--- src/rtl/btnio.sv ---
// btnio: read-side CPU I/O port for raw push-buttons and switches.
// Each input passes through a two-flop synchroniser and a per-bit debounce
// counter. Rising edges of the debounced level are latched as events.
// The CPU reads either the debounced level or the latched events, which are
// cleared by reading them.
//
// Optional feature (macro BTN_IRQ_EN): when defined, irq is a registered
// "event pending" flag. When undefined, irq is tied low and no irq logic
// is built.
//
// Bus protocol: read is a single-cycle strobe qualified by id. There is no
// ready/backpressure. dout carries the selected data the cycle after the
// strobe and is zero in every other cycle, so it can be OR-muxed with other
// read ports.
module btnio #(
  parameter int          NBTN        = 8,
  parameter int          DB_TICKS    = 1000000,
  parameter logic [15:0] READ_BTNS   = 16'h002B,
  parameter logic [15:0] READ_EVENTS = 16'h002C
) (
  input  logic            clk,
  input  logic            reset,
  input  logic            read,
  input  logic [15:0]     id,
  input  logic [NBTN-1:0] btns,
  output logic [15:0]     dout,
  output logic            irq
);

  localparam int            CW       = (DB_TICKS > 1) ? $clog2(DB_TICKS) : 1;
  localparam logic [CW-1:0] CNT_LAST = CW'(DB_TICKS - 1);

  logic [NBTN-1:0] r_sync1;
  logic [NBTN-1:0] r_sync2;
  logic [NBTN-1:0] r_stable;
  logic [NBTN-1:0] r_event;
  logic [CW-1:0]   r_cnt [NBTN];
  logic [15:0]     r_dout;

  logic [NBTN-1:0] w_stable_next;
  logic [CW-1:0]   w_cnt_next [NBTN];
  logic [NBTN-1:0] w_rise;
  logic [NBTN-1:0] w_event_next;
  logic            w_btn_rd;
  logic            w_evt_rd;
  logic [15:0]     w_stable_ext;
  logic [15:0]     w_event_ext;
  logic [15:0]     w_rd_data;

  assign w_btn_rd = read && (id == READ_BTNS);
  assign w_evt_rd = read && (id == READ_EVENTS);

  // Debounce: count how long sync2 has disagreed with the debounced level.
  // The level only follows once the disagreement survives DB_TICKS cycles.
  always_comb begin
    w_stable_next = r_stable;
    for (int i = 0; i < NBTN; i++) begin
      w_cnt_next[i] = '0;
      if (r_sync2[i] != r_stable[i]) begin
        if (r_cnt[i] == CNT_LAST) begin
          w_stable_next[i] = r_sync2[i];
        end else begin
          w_cnt_next[i] = r_cnt[i] + CW'(1);
        end
      end
    end
  end

  // Event latch: a fresh rising edge wins over a clearing read in the same cycle.
  assign w_rise       = w_stable_next & ~r_stable;
  assign w_event_next = (w_evt_rd ? '0 : r_event) | w_rise;

  // Read mux: zero-extend the selected register, zero when nothing is addressed.
  always_comb begin
    w_stable_ext               = '0;
    w_stable_ext[NBTN-1:0]     = r_stable;
    w_event_ext                = '0;
    w_event_ext[NBTN-1:0]      = r_event;
    w_rd_data                  = '0;
    if (w_btn_rd) begin
      w_rd_data = w_stable_ext;
    end else if (w_evt_rd) begin
      w_rd_data = w_event_ext;
    end
  end

  // State update: synchroniser, debounce counters, level, events, read data.
  always_ff @(posedge clk) begin
    if (reset) begin
      r_sync1  <= '0;
      r_sync2  <= '0;
      r_stable <= '0;
      r_event  <= '0;
      r_dout   <= '0;
      for (int i = 0; i < NBTN; i++) begin
        r_cnt[i] <= '0;
      end
    end else begin
      r_sync1  <= btns;
      r_sync2  <= r_sync1;
      r_stable <= w_stable_next;
      r_event  <= w_event_next;
      r_dout   <= w_rd_data;
      for (int i = 0; i < NBTN; i++) begin
        r_cnt[i] <= w_cnt_next[i];
      end
    end
  end

  assign dout = r_dout;

`ifdef BTN_IRQ_EN
  logic r_irq;

  // Interrupt tracks whether any event is pending after this edge.
  always_ff @(posedge clk) begin
    if (reset) begin
      r_irq <= 1'b0;
    end else begin
      r_irq <= |w_event_next;
    end
  end

  assign irq = r_irq;
`else
  assign irq = 1'b0;
`endif

endmodule

--- config.mk ---
export PLATFORM = sky130hd
export DESIGN_NAME = btnio
export DESIGN_NICKNAME = d
export VERILOG_FILES = /design/src/rtl/btnio.sv
export SDC_FILE = /design/constraint.sdc
export NUM_CORES = 1
export LEC_CHECK = 0
export BUFFER_PORTS_ARGS = -buffer_cell sky130_fd_sc_hd__buf_2
export CAP_MARGIN = 10
export CORE_UTILIZATION = 45
export CTS_BUF_LIST = sky130_fd_sc_hd__clkbuf_8 sky130_fd_sc_hd__clkbuf_16
export CTS_CLUSTER_DIAMETER = 40
export DETAILED_ROUTE_END_ITERATION = 6
export GPL_TIMING_DRIVEN = 0
export PLACE_DENSITY_LB_ADDON = 0.12
export SLEW_MARGIN = 0
export SYNTH_ARGS = -nofsm -noshare
export SYNTH_HDL_FRONTEND = slang
export SYNTH_SLANG_ARGS = --single-unit
--- constraint.sdc ---
create_clock -name clk -period 2.1 [get_ports clk]
set_input_delay 0.105 -clock clk [delete_from_list [all_inputs] [get_ports clk]]
set_output_delay 0.105 -clock clk [all_outputs]
set_load 0.005 [all_outputs]
# --- Word level (Yosys, flattened, before mapping) ---
# Memory sizes are Yosys's and may differ from the RTL's.
# Index checks and enable logic that the tools add are counted.
# Widths: inputs -> output; s select.
totals:
  register_bits: 48
  ram_bits: 160
  output_inout_bits: 17
  elab_cells: 93
  mem_count: 1
memory_table:
  columns: ["name", "depth", "word_bits", "read_ports", "rd_clocked_by_memory_dff", "write_ports", "line_no", "source"]
  rows:
  - ["r_cnt", 8, 20, 8, 0, 8, "37", "logic [CW-1:0] r_cnt [NBTN];"]
classes:
  addsub: 8
  eq_ne: 18
  n_mux: 46
  n_bitwise: 11
  n_reduce_logical: 3
op_table:
  columns: ["operator", "n"]
  rows:
  - ["$mux 20", 24]
  - ["$add 20x1->20 const B", 8]
  - ["$eq 20x20->1 const B", 8]
  - ["$eq 16x6->1 const B", 2]
  - ["$mux 8", 3]
  - ["$mux 1", 19]
  - ["$and 8x8->8", 1]
  - ["$ne 1x1->1", 8]
  - ["$not 8->8", 1]
  - ["$or 1x1->1", 8]
  - ["$or 8x8->8", 1]
  - ["$logic_and 1x1->1", 2]
  - ["$reduce_or 2->1", 1]

# --- Logic depth before layout (Yosys ltp) ---
# Gate-level depths: netlist of run 1.
# An unclocked memory read counts as a cell.
logic_depth:
  word_depth: 6
  ltp_mapped: 7
  mapped_depth_nobuf: 5

# --- Worst setup path before layout of run 1 ---
# Ideal clock, no wire load.
synth_path:
  kind: "flip-flop to flip-flop"
  start: "memory r_cnt[0][12] in the netlist's numbering"
  end: "register r_event[0]"
  setup_time_ps: 67
  t_arrival_ps: 1924
  path_slack_ps: 108
  path_stages_with_launch: 5
  n_path_buf: 0
  synth_period_minus_slack_ps: 1992
  path_cell_list: "dfxtp_1 or4b_1 or4_4 or4_4 a21oi_2"
synth_rtl:
  columns: ["element", "line_no", "source"]
  rows:
  - ["start, declared", "37", null]
  - ["end signal, assigned", "102", "r_event <= w_event_next;"]
  - ["end, declared", "36", "logic [NBTN-1:0] r_event;"]

==> results of run 1 <==
metrics by stage:
step / total power [mW] / setup WS, ns / TNS (ns)
floorplan: 3.981 / 0.1081 / 0
global placement: 4.035 / -0.5611 / -7.140
detailed placement: 4.036 / -0.5227 / -7.455
CTS: 7.372 / 0.003568 / 0
global route: 7.545 / -0.007051 / -0.007051
finish: 7.278 / 0.03945 / 0
area by class of cell:
type,count,area share (%)
clock buffers,18,4.378
inverters,35,1.310
multi-input cells,721,44.60
clock inverters,14,1.584
plain buffers,41,2.108
flip-flops and latches,200,39.99
repair buffers,46,2.794
well taps,260,3.243
final timing paths:
path / start / endpoint / depth (start not counted)
setup reg to reg: r_cnt[0][10] / r_event[0] / 4
hold / removal: id[2] / dout[0] / 3
hold reg to reg: r_sync1[2] / r_sync2[2] / 1
setup / recovery: r_cnt[0][10] / r_event[0] / 4
worst register-to-register path, delay by kind of cell (launching register included):
family           cells  cell delay, ns
flip-flops           1            0.35
AND/OR/NAND/NOR      3            1.52
AO/OA/AOI/OAI        1            0.13
layout by cell type, fill, tap and decap left out, types with 37 or more instances in the layout:
cell type  instances
nor2_1           125
dfxtp_1          194
o21ai_0           44
a21oi_1           64
nand2_1           49
or3_1             37
nand3_1           48
xor2_1            42
buf_2             40
nand4_1           38
inv_1             37
xnor2_1           60
routing by layer:
metal	GRT usage, %	up-vias	part of all wire [%]
li1	-	3643	-
met1	24.02	3223	50
met2	29.73	86	45
met3	3.940	20	3.0
met4	6.579	0	1.4
met5	0	-	0
power by group through the flow:
stage	sequential, mW	combinational (mW)	clock [mW]
after floorplan	3.91	0.0754	0
after global placement	3.91	0.127	0
after detailed placement	3.91	0.128	0
after CTS	3.82	0.142	3.41
after global routing	3.82	0.159	3.57
final	3.82	0.143	3.31
what timing repair did:
| item | CTS | global route |
|---|---|---|
| buffers inserted | 0 | 4 |
| gates resized for setup | 8 | 30 |
| gates cloned | 0 | 1 |
| pin swaps | 1 | 6 |
| hold buffers | 8 | 0 |
| hold endpoints to repair | 8 | 0 |
| setup endpoints to repair | 36 | 88 |
kinds of logic (layout without fill, tap and decap cells):
family	count (synthesis)	after routing	share of synthesized area, %
and+or+nand+nor	454	454	28.84
DFF	200	200	45.96
AOI/OAI and AO/OA	148	148	9.681
xor gates and xnor gates	102	102	10.26
buffers and inverters	82	154	4.065
adders and majority gates	8	8	1.149
other	1	9	0.04305
state kept, by name, summed over array words and instances (netlist names):
| name | count |
|---|---|
| r_event | 8 |
| r_cnt | 160 |
| dout | 8 |
| r_sync1 | 8 |
| r_stable | 8 |
| r_sync2 | 8 |
==> impl_metrics.py, run 1 <==
metrics = {
    "yosys": {
        "synth_edf_count": 0,
        "yosys.area.top_type": "dfxtp_1",
        "synth_area_leaders": "dfxtp_1, xnor2_1, nor2_1",
        "synth-seq-area-share_pct": 45.96,
        "synth_ff_type": "dfxtp_1",
        "ys_types": 45,
        "yosysMostFrequentCell": "dfxtp_1",
        "ys_warn_count": 0,
        "synth_top_area_share_pct": 45.96,
        "synth_seq_cells": 200,
        "netlist_area_um2": 8711,
        "synthTopCellsByCount": "dfxtp_1, nor2_1, a21oi_1",
        "synth.avg_cell_area_um2": 8.755,
        "async_flop_share_pct": 0,
        "syn_inst": 995,
    },
    "final_layout": {
        "nFillCells": 1808,
        "multi_input_area_um2": 4474,
        "final_util_pct": 53.28,
        "final_area_um2": 10030,
        "num-nets-final": 1097,
        "diodes": 0,
        "drive_gt1_share_pct": 11.44,
        "seqCellArea_um2": 4011,
        "area_growth_pct": 15.17,
        "final_cells": 1335,
    },
    "critical_path": {
        "critPathTopFamily": "simple AND/OR/NAND/NOR gates",
        "critical_path_class": "reg -> reg",
        "slowest_delay_ns": 0.57,
        "critical_path_arrival_ns": 2.43,
        "r2r_slack_ns": 0.04,
        "end_kind": "flop",
        "worst_path_max_delay_cell": "or4_4",
        "cpMostUsedCell": "or4_4",
        "required_ns": 2.47,
        "critPathBufInv": 0,
        "cp_max_fo": 6,
        "path_cells": "or4b_1 -> or4_4 -> or4_4 -> a21oi_2",
        "start_kind": "flop",
    },
    "clock_network": {
        "cts_sinks": 200,
        "cts_tree": "built",
        "clk_latency_ns": 0.44,
        "cts_buffers": 17,
        "htree_num_levels": 4,
        "clock-root-buffer": "clkbuf_16",
        "path_clk_slew_ns": 0.07,
        "cts_max_path_buffers": 2,
    },
    "power": {
        "switching_share_pct": 20.78,
        "p_clk_share_pct": 45.5,
        "vdd_drop_max_v": 0.0005684,
        "p_int_mw": 5.766,
        "seqPwrFrac_pct": 52.5,
        "p_sw_mw": 1.512,
        "pwr-share-comb_pct": 2.0,
        "p_leak_nw": 3.063,
        "cellPowerDensity_nw_per_um2": 725.5,
    },
    "hold_path": {
        "hold_class": "in -> reg",
    },
    "outcome": {
        "status": "completed",
    },
    "placed_design": {
        "dpl_cell_area_um2": 9231,
        "placedCellCount": 1296,
        "place_hpwl_um": 12040,
        "port_buffers": 33,
        "gp_congestion": 0.7891,
    },
    "sta": {
        "final.min_clock_period_ns": 2.061,
        "max-slew-margin-rel_pct": 52.10,
        "fin_crit_sh_pct": 98.12,
        "setup_viol": 0,
        "fin_skew_ns": 0.009549,
        "holdWs_ns": 0.1540,
        "fmax_ghz": 0.4853,
        "hold_viol_final": 0,
        "max_slew.worst_pin.slew_ns": 0.7146,
        "slew_violations": 0,
    },
    "global_routing": {
        "gr-total-overflow": 0,
        "gr-usage-all-layers_pct": 18.34,
        "grt_max_degree": 17,
        "grt_pass1_wl_um": 29470,
        "grt_pass1_vias": 6316,
        "antenna_found_initial": 0,
    },
    "routing": {
        "wl_per_cell_um": 13.15,
        "vias": 6972,
        "ant_nets": 0,
        "drt_wl_total_um": 17550,
        "remaining_drc_errors": 0,
        "drtIter0Drc": 265,
        "first_pass_iters": 7,
        "via_per_inst": 5.222,
    },
    "job": {
        "drv_cap": 0,
    },
    "floorplanning": {
        "die_w_um": 141.1,
        "initial_utilization_pct": 46.26,
        "rows": 50,
        "fp.coreArea_um2": 18830,
        "die_y_um": 141.1,
        "ios": 44,
        "dieArea_um2": 19920,
    },
}
Note: power is estimated with default switching activity, not from simulation.
==> run 2: changes to the inputs <==
--- a/config.mk
+++ b/config.mk
@@ -5,6 +5,7 @@
 export SDC_FILE = /design/constraint.sdc
 export NUM_CORES = 1
 export LEC_CHECK = 0
+export ABC_AREA = 1
 export BUFFER_PORTS_ARGS = -buffer_cell sky130_fd_sc_hd__buf_2
 export CAP_MARGIN = 10
 export CORE_UTILIZATION = 45
==> run 2 against run 1 <==
Global-route usage up 0.49 points. Area after synthesis up 15%. Sequential cell count unchanged. Critical path type unchanged. Largest cell class unchanged. Largest power group unchanged.
==> impl_metrics.py, run 2 <==
metrics = {
    "clock_network": {
        "clk_latency_ns": 0.44,
        "cts_max_path_buffers": 2,
        "ctsResizeCount": 0,
        "htree_num_levels": 4,
        "post_cts.repair.setup_buffers": 0,
        "cts_tree": "built",
        "cts_sinks": 200,
        "clock-root-buffer": "clkbuf_16",
        "path_clk_slew_ns": 0.08,
        "cts_buffers": 17,
    },
    "yosys": {
        "synth_top_area_share_pct": 39.95,
        "synth-seq-area-share_pct": 39.95,
        "synthTopCellsByCount": "nand2_1, nor2_1, dfxtp_1",
        "syn_inst": 1452,
        "async_flop_share_pct": 0,
        "netlist_area_um2": 10020,
        "yosys.area.top_type": "dfxtp_1",
        "synth.avg_cell_area_um2": 6.903,
        "yosysMostFrequentCell": "nand2_1",
        "ys_warn_count": 0,
        "ys_types": 37,
        "synth_ff_type": "dfxtp_1",
        "synth_seq_cells": 200,
        "synth_edf_count": 0,
        "synth_area_leaders": "dfxtp_1, nand2_1, nor2_1",
    },
    "sta": {
        "fmax_ghz": 0.5787,
        "rsz0062_at_grt": "no",
        "slew_violations": 0,
        "max-slew-margin-rel_pct": 64.64,
        "setup_tns_ns": 0,
        "fin_skew_ns": 0.01617,
        "hold_viol_final": 0,
        "final.min_clock_period_ns": 1.728,
        "setup_viol": 0,
        "max_slew.worst_pin.slew_ns": 0.5299,
        "fin_crit_sh_pct": 82.28,
    },
    "floorplanning": {
        "die_y_um": 151.2,
        "dieArea_um2": 22880,
        "initial_utilization_pct": 45.93,
        "die_w_um": 151.2,
        "ios": 44,
        "fp.coreArea_um2": 21820,
        "rows": 54,
    },
    "outcome": {
        "status": "completed",
    },
    "critical_path": {
        "timing.rr.start": "r_cnt[1][60]",
        "crit_cells": 7,
        "critical_path_class": "reg -> reg",
        "slowest_delay_ns": 0.43,
        "r2r_slack_ns": 0.37,
        "crit_start": "r_cnt[1][60]",
        "critPathBufInv": 1,
        "required_ns": 2.43,
        "reg2reg_depth": 7,
        "path_cells": "ha_1 -> nand3_4 -> nor2_4 -> nand2_2 -> nand2_4 -> buf_12 -> nor2_2",
        "cp_max_fo": 10,
        "worst_path_max_delay_cell": "dfxtp_1",
        "critical_path_arrival_ns": 2.06,
        "end_kind": "flop",
        "critPathTopFamily": "simple AND/OR/NAND/NOR gates",
        "reg2reg_to": "r_cnt[1][72]",
        "start_kind": "flop",
    },
    "hold_path": {
        "hp-start": "id[14]",
        "hold_class": "in -> reg",
        "hold_depth": 6,
        "min_to": "dout[6]",
    },
    "power": {
        "p_clk_share_pct": 44.8,
        "seqPwrFrac_pct": 53.0,
        "p_sw_mw": 1.681,
        "switching_share_pct": 23.33,
        "vdd_drop_max_v": 0.0003750,
        "cellPowerDensity_nw_per_um2": 641.5,
        "p_leak_nw": 3.728,
        "p_int_mw": 5.523,
        "pwr-share-comb_pct": 2.1,
        "total_power_mw": 7.204,
    },
    "final_layout": {
        "drive_gt1_share_pct": 10.63,
        "largest_reg_flops": 160,
        "seqCellArea_um2": 4004,
        "num-nets-final": 1555,
        "area_growth_pct": 12.05,
        "diodes": 0,
        "mostFrequentLayoutCell": "nand2_1",
        "nFillCells": 2145,
        "final_util_pct": 51.46,
        "final_cell_mix": "nand2_1, nor2_1, dfxtp_1",
        "final_area_um2": 11230,
        "top_register": "r_cnt",
        "multi_input_area_um2": 5214,
    },
    "job": {
        "drv_cap": 0,
    },
    "placed_design": {
        "dpl_cell_area_um2": 10570,
        "gp_congestion": 0.8642,
        "place_hpwl_um": 15250,
        "port_buffers": 33,
    },
    "global_routing": {
        "gr-usage-all-layers_pct": 18.83,
        "grt_max_degree": 20,
        "antenna_found_initial": 0,
        "grt_pass1_vias": 7759,
        "grt_pass1_wl_um": 34680,
        "gr-total-overflow": 0,
    },
    "routing": {
        "drt_wl_total_um": 20480,
        "ant_nets": 0,
        "drtIter0Drc": 418,
        "wl_per_cell_um": 11.30,
        "via_per_inst": 4.799,
        "remaining_drc_errors": 0,
        "vias": 8700,
        "first_pass_iters": 5,
    },
}
==> run 2: worst max path at each step <==
stage	slack (ns)	endpoint
final	0.37	r_cnt[1][72]
after global routing	0.24	r_cnt[1][72]
after CTS	0.37	r_cnt[1][72]
after detailed placement	0.39	r_cnt[1][70]
after global placement	0.38	r_cnt[1][72]
after floorplan	0.64	r_cnt[1][71]
==> run 2: what timing repair did <==
item / 4_1_cts / 5_1_grt
endpoints found under the setup margin: 0 / 0
hold buffers: 8 / 0
endpoints found under the hold margin: 8 / 0
==> run 2: logic make-up after synthesis <==
| logic type | after synthesis | share of synthesized area, % |
|---|---|---|
| compound gates | 90 | 5.018 |
| xor+xnor | 66 | 5.767 |
| buf+inv | 193 | 8.339 |
| fa+ha+maj | 8 | 0.9987 |
| other cells | 1 | 0.03741 |
| simple gates | 894 | 39.90 |
| flops | 200 | 39.95 |
==> run 2: cell type report <==
class                           instances  area share (%)
Sequential cell                       200           35.65
Clock inverter                         13           1.148
Timing Repair Buffer                   41           2.184
Clock buffer                           19           4.033
Multi-Input combinational cell       1067           46.42
Tap cell                              280           3.119
Inverter                              167           5.582
Buffer                                 26           1.861
==> run 2: power groups by stage <==
stage	sequential [mW]	combinational, mW	clock, mW
3_5_place_dp	3.91	0.145	0
3_3_place_gp	3.91	0.144	0
5_1_grt	3.82	0.176	3.48
2_1_floorplan	3.91	0.0925	0
6_report	3.82	0.154	3.23
4_1_cts	3.82	0.156	3.34
==> run 2: per-layer routing <==
metal,track usage (%),share of wire (%)
met4,5.900,1.5
met3,3.404,3.7
met5,0,0
met1,24.90,50
met2,30.91,45
==> run 2: stage by stage <==
| stage | instances | worst slack, ns | hold slack (ns) |
|---|---|---|---|
| after floorplan | 1460 | 0.6402 | 0.2120 |
| after global placement | 1773 | 0.3843 | 0.3263 |
| after detailed placement | 1773 | 0.3926 | 0.3328 |
| after CTS | 1813 | 0.3660 | 0.1340 |
| after global routing | 1813 | 0.2439 | 0.1798 |
| final | 1813 | 0.3721 | 0.1548 |
==> run 2: worst min-delay path: cells and delay by family <==
kind / cells / cell delay, ns
buf+inv: 2 / 0.13
compound gates: 1 / 0.06
simple gates: 3 / 0.23
